File: src/rtl/seq_multiplier_pkg.sv
// Shared types and constants for the sequential Baugh-Wooley multiplier.
// Latency: n/a (package only).
// Backpressure: n/a (package only).
package seq_multiplier_pkg;

  typedef enum logic [1:0] {
    ST_IDLE = 2'd0,
    ST_BUSY = 2'd1,
    ST_DONE = 2'd2
  } state_t;

  // Correction term for the modified Baugh-Wooley array: the inverted row
  // bits each stand in for a negative weight, and this constant restores the
  // missing -2^k terms. Only the low aw+bw bits are meaningful.
  function automatic logic [63:0] bw_corr(input int aw, input int bw);
    logic [63:0] r;
    r = (64'd1 << (aw - 1)) + (64'd1 << (bw - 1)) + (64'd1 << (aw + bw - 1));
    return r;
  endfunction

endpackage

File: src/rtl/seq_multiplier_pp_row.sv
// One partial-product row: a AND b_bit, with Baugh-Wooley inversions in signed mode.
// Latency: combinational, zero cycles.
// Backpressure: none; purely combinational.
module pp_row #(
  parameter int AW = 7
) (
  input  logic [AW-1:0] a,
  input  logic          b_bit,
  input  logic          t,
  input  logic          last,
  output logic [AW:0]   row
);

  logic [AW-1:0] and_row;
  logic [AW-1:0] inv_mask;

  assign and_row = a & {AW{b_bit}};

  // Ordinary rows flip only the sign column; the last row flips all but it.
  always_comb begin
    inv_mask = '0;
    if (t) begin
      if (last) begin
        inv_mask = {1'b0, {(AW-1){1'b1}}};
      end else begin
        inv_mask = {1'b1, {(AW-1){1'b0}}};
      end
    end
  end

  assign row = {1'b0, and_row ^ inv_mask};

endmodule

File: src/rtl/seq_multiplier.sv
// Sequential AW x BW multiplier, unsigned or two's-complement, one row per cycle.
// Latency: BW cycles in BUSY after the accept edge; product valid in the cycle after.
// Backpressure: result held in DONE until out_ready; new accept allowed on the hand-off edge.
module seq_multiplier
  import seq_multiplier_pkg::*;
#(
  parameter int AW = 7,
  parameter int BW = 6
) (
  input  logic             clk,
  input  logic             rst_n,
  input  logic             t,
  input  logic [AW-1:0]    a,
  input  logic [BW-1:0]    b,
  input  logic             in_valid,
  output logic             in_ready,
  output logic [AW+BW-1:0] c,
  output logic             out_valid,
  input  logic             out_ready,
  output logic             busy
);

  localparam int CW = $clog2(BW + 1);
  localparam logic [63:0] CORR_FULL = bw_corr(AW, BW);
  localparam logic [AW+BW:0] CORR = CORR_FULL[AW+BW:0];

  state_t           state;
  logic [AW-1:0]    a_q;
  logic [BW-1:0]    b_q;
  logic             t_q;
  logic [AW+BW:0]   acc;
  logic [CW-1:0]    cnt;

  logic             accept;
  logic             last;
  logic             b_bit;
  logic [AW:0]      row;
  logic [AW+BW:0]   row_shift;
  logic [AW+BW:0]   sum;

  assign in_ready  = (state == ST_IDLE) || ((state == ST_DONE) && out_ready);
  assign accept    = in_valid && in_ready;
  assign busy      = (state == ST_BUSY);
  assign out_valid = (state == ST_DONE);
  assign last      = (cnt == CW'(BW - 1));

  // Pick the multiplier bit for the row being added this cycle.
  always_comb begin
    b_bit = 1'b0;
    for (int i = 0; i < BW; i++) begin
      if (cnt == CW'(i)) begin
        b_bit = b_q[i];
      end
    end
  end

  pp_row #(.AW(AW)) u_pp_row (
    .a     (a_q),
    .b_bit (b_bit),
    .t     (t_q),
    .last  (last),
    .row   (row)
  );

  assign row_shift = {{BW{1'b0}}, row} << cnt;
  assign sum       = acc + row_shift;

  // Control FSM, operand capture and row-by-row accumulation.
  always_ff @(posedge clk) begin
    if (!rst_n) begin
      state <= ST_IDLE;
      a_q   <= '0;
      b_q   <= '0;
      t_q   <= 1'b0;
      acc   <= '0;
      cnt   <= '0;
      c     <= '0;
    end else begin
      case (state)
        ST_BUSY: begin
          acc <= sum;
          cnt <= cnt + CW'(1);
          if (last) begin
            c     <= sum[AW+BW-1:0];
            state <= ST_DONE;
          end
        end
        ST_DONE: begin
          if (out_ready && !in_valid) begin
            state <= ST_IDLE;
          end
        end
        default: begin
          state <= ST_IDLE;
        end
      endcase
      // An accept overrides the DONE -> IDLE move so the hand-off has no bubble.
      if (accept) begin
        a_q   <= a;
        b_q   <= b;
        t_q   <= t;
        acc   <= t ? CORR : '0;
        cnt   <= '0;
        state <= ST_BUSY;
      end
    end
  end

endmodule

File: config.mk
export PLATFORM = sky130hd
export DESIGN_NAME = seq_multiplier
export DESIGN_NICKNAME = d
export VERILOG_FILES = /design/src/rtl/seq_multiplier_pkg.sv /design/src/rtl/seq_multiplier_pp_row.sv /design/src/rtl/seq_multiplier.sv
export SDC_FILE = /design/constraint.sdc
export NUM_CORES = 1
export LEC_CHECK = 0
export CORE_MARGIN = 3
export CORE_UTILIZATION = 50
export CTS_CLUSTER_DIAMETER = 80
export DETAILED_ROUTE_END_ITERATION = 12
export PLACE_DENSITY = 0.83
export SYNTH_ARGS = -nofsm -noshare
export SYNTH_HDL_FRONTEND = slang
export SYNTH_SLANG_ARGS = --single-unit
export TNS_END_PERCENT = 100
File: constraint.sdc
create_clock -name clk -period 4.9 [get_ports clk]
set_clock_uncertainty 0.2 [all_clocks]
set_input_delay 1.47 -clock clk [delete_from_list [all_inputs] [get_ports clk]]
set_output_delay 1.47 -clock clk [all_outputs]
set_load 0.02 [all_outputs]
==> results of run 1 <==
==> routing by layer <==
| metal | up-vias | global-route usage |
|---|---|---|
| met2 | 95 | 0.3554 |
| met5 | - | 0 |
| li1 | 1350 | - |
| met1 | 1270 | 0.2817 |
| met3 | 11 | 0.03947 |
| met4 | 0 | 0.05814 |
==> state kept, by name, indices dropped and copies added, names as in the netlist <==
name and flops:
c 13, t_q 1, acc 13, a_q 7, state 2, cnt 3
b_q 6
==> area by class of cell <==
class | instances | area [um^2] | share of cell area
clock inverters | 3 | 17.52 | 0.005162
well taps | 72 | 90.09 | 0.02655
multi-input cells | 285 | 1862 | 0.5487
inverters | 11 | 41.29 | 0.01217
repair buffers | 44 | 412.9 | 0.1217
flip-flops and latches | 45 | 900.9 | 0.2655
clock buffers | 5 | 68.82 | 0.02028
==> worst max-delay path, cell delays in order <==
cell	delay (ns)
clkdlybuf4s50_1	0.45
inv_1	0.04
a21oi_1	0.25
clkdlybuf4s50_1	0.65
==> synthesized netlist by cell type, drive strengths merged, types with 4 or more instances <==
cell    instances
ha             17
a211oi          4
clkbuf         16
nand3          19
nor4            4
nand2          63
a21boi         26
a21oi          15
mux2i           6
nor2           15
and2           11
xnor2          12
nand4           6
inv            10
dfxtp          45
o21ai          26
a31oi           5
xor2            4
a21o           10
==> cell usage in the layout (no fill, tap or decap), types with 3 or more instances in the layout <==
master,Yosys,routed
clkbuf_8,0,5
and3_1,3,3
dfxtp_1,45,45
xor2_1,4,4
a211oi_1,4,4
ha_1,17,17
and2_1,10,10
mux2i_1,6,6
a21oi_1,15,15
a21boi_0,26,26
inv_1,9,9
a21o_1,9,9
clkdlybuf4s50_1,0,33
nor3_1,3,3
buf_4,1,11
a31oi_1,4,4
o21ai_0,25,24
xnor2_1,12,12
nor4_1,4,4
nand4_1,6,6
nand2_1,62,62
o21a_1,3,3
nor2_1,15,15
nand3_1,19,19
==> worst paths after layout <==
| path | startpoint | end |
|---|---|---|
| max | out_ready | in_ready |
| min | c[5] | c[5] |
| max reg2reg | cnt[1] | c[12] |
| min reg2reg | c[5] | c[5] |
==> power by group through the flow <==
stage	sequential, mW	combinational [mW]	clock [mW]
finish	0.387	0.130	0.233
global route	0.389	0.144	0.256
floorplan	0.392	0.0885	0
CTS	0.387	0.130	0.242
detailed placement	0.396	0.129	0
global placement	0.395	0.127	0
==> cells by family (layout without fill, tap and decap cells) <==
kind of cell,Yosys count,after routing
fa+ha+maj,18,18
flops,45,45
mux,8,8
xor+xnor,17,17
buf+inv,30,63
simple gates,134,134
compound gates,108,108
==> stage by stage <==
step | cell area, um^2 | std cells | power (mW)
5_1_grt | 3393 | 465 | 0.7887
2_1_floorplan | 2887 | 360 | 0.4808
3_5_place_dp | 3307 | 457 | 0.5249
4_1_cts | 3393 | 465 | 0.7591
6_report | 3393 | 465 | 0.7498
3_3_place_gp | 3307 | 457 | 0.5217
==> results.yml, run 1 <==
status:
  outcome: "finished, final reports clean"
clock_tree:
  cts.htree.levels: 2
  cts_buffers: 5
  hold_buffers: 0
  post_cts_resized: 0
  insertion_delay_ns: 0.30
  clock-sinks: 45
  cts_buffer_depth: 2
  cts_setup_buffers: 0
  root_buffer: "clkbuf_8"
  clk_pin_slew_worst_paths_ns: 0.09
  cts_tree: "built"
power:
  p_int_mw: 0.5307
  powerDensity_nw_per_um2: 221.0
  p_sw_mw: 0.2191
  p_leak_nw: 1.287
  p_comb_frac: 0.174
  seqPwrFrac: 0.516
  peakVddDrop_mv: 0.1548
  pwr-share-clk: 0.310
  switching_share: 0.2922
routing:
  wl_met2_mm: 3.156
  vias: 2726
  wl_met3_um: 393
  wirelength_met1_mm: 3.128
  wl_per_cell_um: 14.55
  drc_errors: 0
  wl_mm: 6.765
  ant_nets: 0
  top_layer: "met4"
  drt-initial-drc-count: 199
  avgViaCountPerCell: 5.862
  firstDrtPassIters: 5
job:
  max_cap_viol_count: 0
cells_and_area:
  fillers: 522
  fin_nets: 428
  flow.area_growth_from_synthesis_pct: 17.56
  final_layout_size_suffix_gt1_frac: 0.07125
  final_util: 0.6125
  diodes: 0
timing:
  fin_setup_tns_ns: 0
  slew_violations: 0
  rsz0062_at_grt: "false"
  slew_headroom: 0.4835
  period_share: 0.9249
  setup_viol: 0
  finalCriticalPeriod_ns: 4.532
  fmax_mhz: 220.6
  hold_viol: 0
  whs_ns: 0.2732
  layout_setup_ws_ns: 0.3678
  tightestPinTransition_ns: 0.7719
synthesis:
  synth_top_family_by_area: "compound AO/OA/AOI/OAI gates"
  synth_top_cell_area_share: 0.3121
  synthTopCellsByArea: "dfxtp_1, nand2_1, ha_1, a21boi_0, o21ai_0"
  synthMuxAreaShare: 0.02861
  syn_nets: 396
  synth_compound_area_frac: 0.2596
  yosys.cell_types.count: 57
  synthFlopType: "dfxtp_1"
  synthAdderAreaFrac: 0.08062
  ys_seq_elements: 45
  syn_inst: 360
  synth_area_um2: 2887
  synth_top_cell_by_area: "dfxtp_1"
  postSynthAreaPerCell_um2: 8.018
  yosysSeqAreaShare: 0.3121
  synth-simple-area-share: 0.2198
  yosys_warnings: 0
  synth_edf_count: 0
  synthArstFlopShare: 0
  synthXorXnorAreaFrac: 0.05635
global_route:
  grt_overflow_total: 0
  grt_pass1_wl_mm: 11.27
  grt_util_all_layers: 0.2135
  antenna_found_initial: 0
  grt_pass1_vias: 2458
  grt_max_degree: 29
setup_path:
  critical_path_required_ns: 3.23
  cp-start-kind: "primary input"
  critical_path_class: "primary input to output port"
  cp_max_fo: 4
  worstRegToRegCells: 16
  cp-end-kind: "output port"
  reg2reg_slack_ns: 0.42
  cp.arrival_ns: 2.86
die:
  die_w_um: 81.98
  io_pins: 34
  dieArea_um2: 6721
  core_um2: 5540
  die_h_um: 81.98
  rows: 27
  initial_core_util: 0.5210
min_path:
  hold_class: "register to register"
  holdPathStages: 2
placement:
  hpwlAfterDp_mm: 4.973
  routabilityCongestion: 0.9241
  pre_cts_ws_ns: 0.3624
  portBuffers: 33
(Power assumes the default switching activity.)
==> run 2, diff against run 1 <==
Settings changed: CORE_UTILIZATION 50 to 56, PLACE_DENSITY 0.83 to 0.9, TNS_END_PERCENT 100 to 5.
==> run 2 against run 1 <==
Compared with the run above: clock power rose by 8.6%; critical path depth is 13 higher; die area shrank 9.9%; register-to-register slack got worse by 0.12 ns; utilization up 8.6 points.
==> results.yml, run 2 (synthesized netlist as in run 1, its figures left out) <==
power:
  p_int_mw: 0.5476
  powerDensity_nw_per_um2: 227.6
  p_sw_mw: 0.2237
  switching_share: 0.2900
  power_mw: 0.7713
  p_leak_nw: 1.283
  p_comb_frac: 0.170
  pwr-share-clk: 0.328
  seqPwrFrac: 0.502
  peakVddDrop_mv: 0.2175
timing:
  slew_violations: 0
  slew_headroom: 0.4846
  setup_viol: 0
  finalCriticalPeriod_ns: 4.596
  rsz0062_at_grt: "false"
  fin_setup_tns_ns: 0
  tightestPinTransition_ns: 0.7730
  hold_viol: 0
  fmax_mhz: 217.6
  period_share: 0.9379
global_route:
  grt_pass1_vias: 2735
  grt_util_all_layers: 0.2515
  grt_max_degree: 29
  grt_overflow_total: 0
  grt_pass1_wl_mm: 12.48
  antenna_found_initial: 0
placement:
  routabilityCongestion: 0.9308
  portBuffers: 33
  hpwlAfterDp_mm: 5.231
  placed_cell_area_um2: 3286
setup_path:
  critical_path_class: "register to register"
  cp-startpoint: "cnt[1]"
  cp.arrival_ns: 4.65
  worstRegToRegCells: 17
  reg2reg_slack_ns: 0.30
  reg2reg_from: "cnt[1]"
  crit_path_end: "acc[12]"
  r2r_end: "acc[12]"
  cp_max_fo: 15
  critical_path_required_ns: 4.95
  cp-end-kind: "register"
  cp-start-kind: "register"
die:
  dieArea_um2: 6052
  rows: 25
  io_pins: 34
  core_um2: 4848
  initial_core_util: 0.5954
  die_h_um: 77.80
  die_w_um: 77.80
cells_and_area:
  final_layout_size_suffix_gt1_frac: 0.06905
  diodes: 0
  final_common_cell: "nand2_1"
  largestRegisters: "acc (13), c (13), a_q (7)"
  final_area_um2: 3388
  final_cell_mix: "nand2_1, dfxtp_1, clkdlybuf4s50_1"
  fin_nets: 426
  flow.area_growth_from_synthesis_pct: 17.38
  final_util: 0.6988
clock_tree:
  cts_buffers: 5
  cts.htree.levels: 2
  clk_pin_slew_worst_paths_ns: 0.09
  cts_buffer_depth: 2
  clock-sinks: 45
  hold_buffers: 0
  cts_tree: "built"
  root_buffer: "clkbuf_8"
  insertion_delay_ns: 0.30
  cts_setup_buffers: 0
routing:
  firstDrtPassIters: 4
  ant_nets: 0
  drt-initial-drc-count: 191
  vias: 2731
  avgViaCountPerCell: 5.963
  drc_errors: 0
  wl_mm: 7.243
  wl_per_cell_um: 15.81
job:
  max_cap_viol_count: 0
min_path:
  min_from: "b_q[4]"
  hold_class: "register to register"
  holdPathStages: 2
status:
  outcome: "finished, final reports clean"
==> run 2: stage by stage <==
step	hold slack [ns]	worst slack, ns	instances
after floorplan	0.2390	0.7736	360
after global placement	0.2514	0.3733	450
after detailed placement	0.2543	0.3636	450
after CTS	0.2657	0.3446	458
after global routing	0.2947	0.03603	458
final	0.2632	0.3044	458
==> run 2: cell type report <==
class                      instances  area (um^2)
multi-input combinational        285         1866
clock inverter                     2        16.27
sequential                        45        900.9
inverter                          11        41.29
fill                             396         1460
tap                               67        83.83
timing repair buffer              42        397.9
clock buffer                       6        82.58
==> run 2: repair_timing <==
item	in CTS	in global routing
endpoints found under the setup margin	0	2
endpoints found under the hold margin	0	0
gates resized for setup	0	1
==> run 2: metal layers <==
metal	share of wire	track usage	vias to the layer above
li1	-	-	1343
met2	0.48	0.4238	86
met5	0	0	-
met3	0.052	0.04060	17
met1	0.44	0.3173	1285
met4	0.024	0.1032	0
==> run 2: worst max-delay path, stage by stage (launching register included) <==
cell,delay [ns]
dfxtp_1,0.32
buf_4,0.18
ha_1,0.19
ha_1,0.19
a221oi_1,0.48
a21o_4,0.24
nand2_1,0.19
a211oi_1,0.40
xnor2_1,0.17
mux2i_1,0.10
ha_1,0.40
nand3_1,0.10
a21o_1,0.16
o21ai_1,0.26
a31oi_2,0.20
or4b_1,0.53
a21o_1,0.17
nand3_1,0.07
==> run 2: power groups by stage <==
stage	clock network, mW	registers [mW]	logic, mW
3_3_place_gp	0	0.395	0.125
3_5_place_dp	0	0.395	0.128
6_report	0.253	0.387	0.131
5_1_grt	0.271	0.389	0.145
2_1_floorplan	0	0.392	0.0885
4_1_cts	0.255	0.387	0.129
==> run 2: worst min-delay path by stage <==
stage             end  slack [ns]
2_1_floorplan  b_q[4]        0.24
3_3_place_gp     c[5]        0.25
3_5_place_dp   b_q[4]        0.25
4_1_cts        b_q[4]        0.27
5_1_grt          c[3]        0.29
6_report       b_q[4]        0.26
==> run 3, diff against run 2 <==
Settings changed: CAP_MARGIN set to 20, GPL_ROUTABILITY_DRIVEN set to 1.
==> results of run 3 <==
Final layout, timing and power as in run 2 (identical DEF).
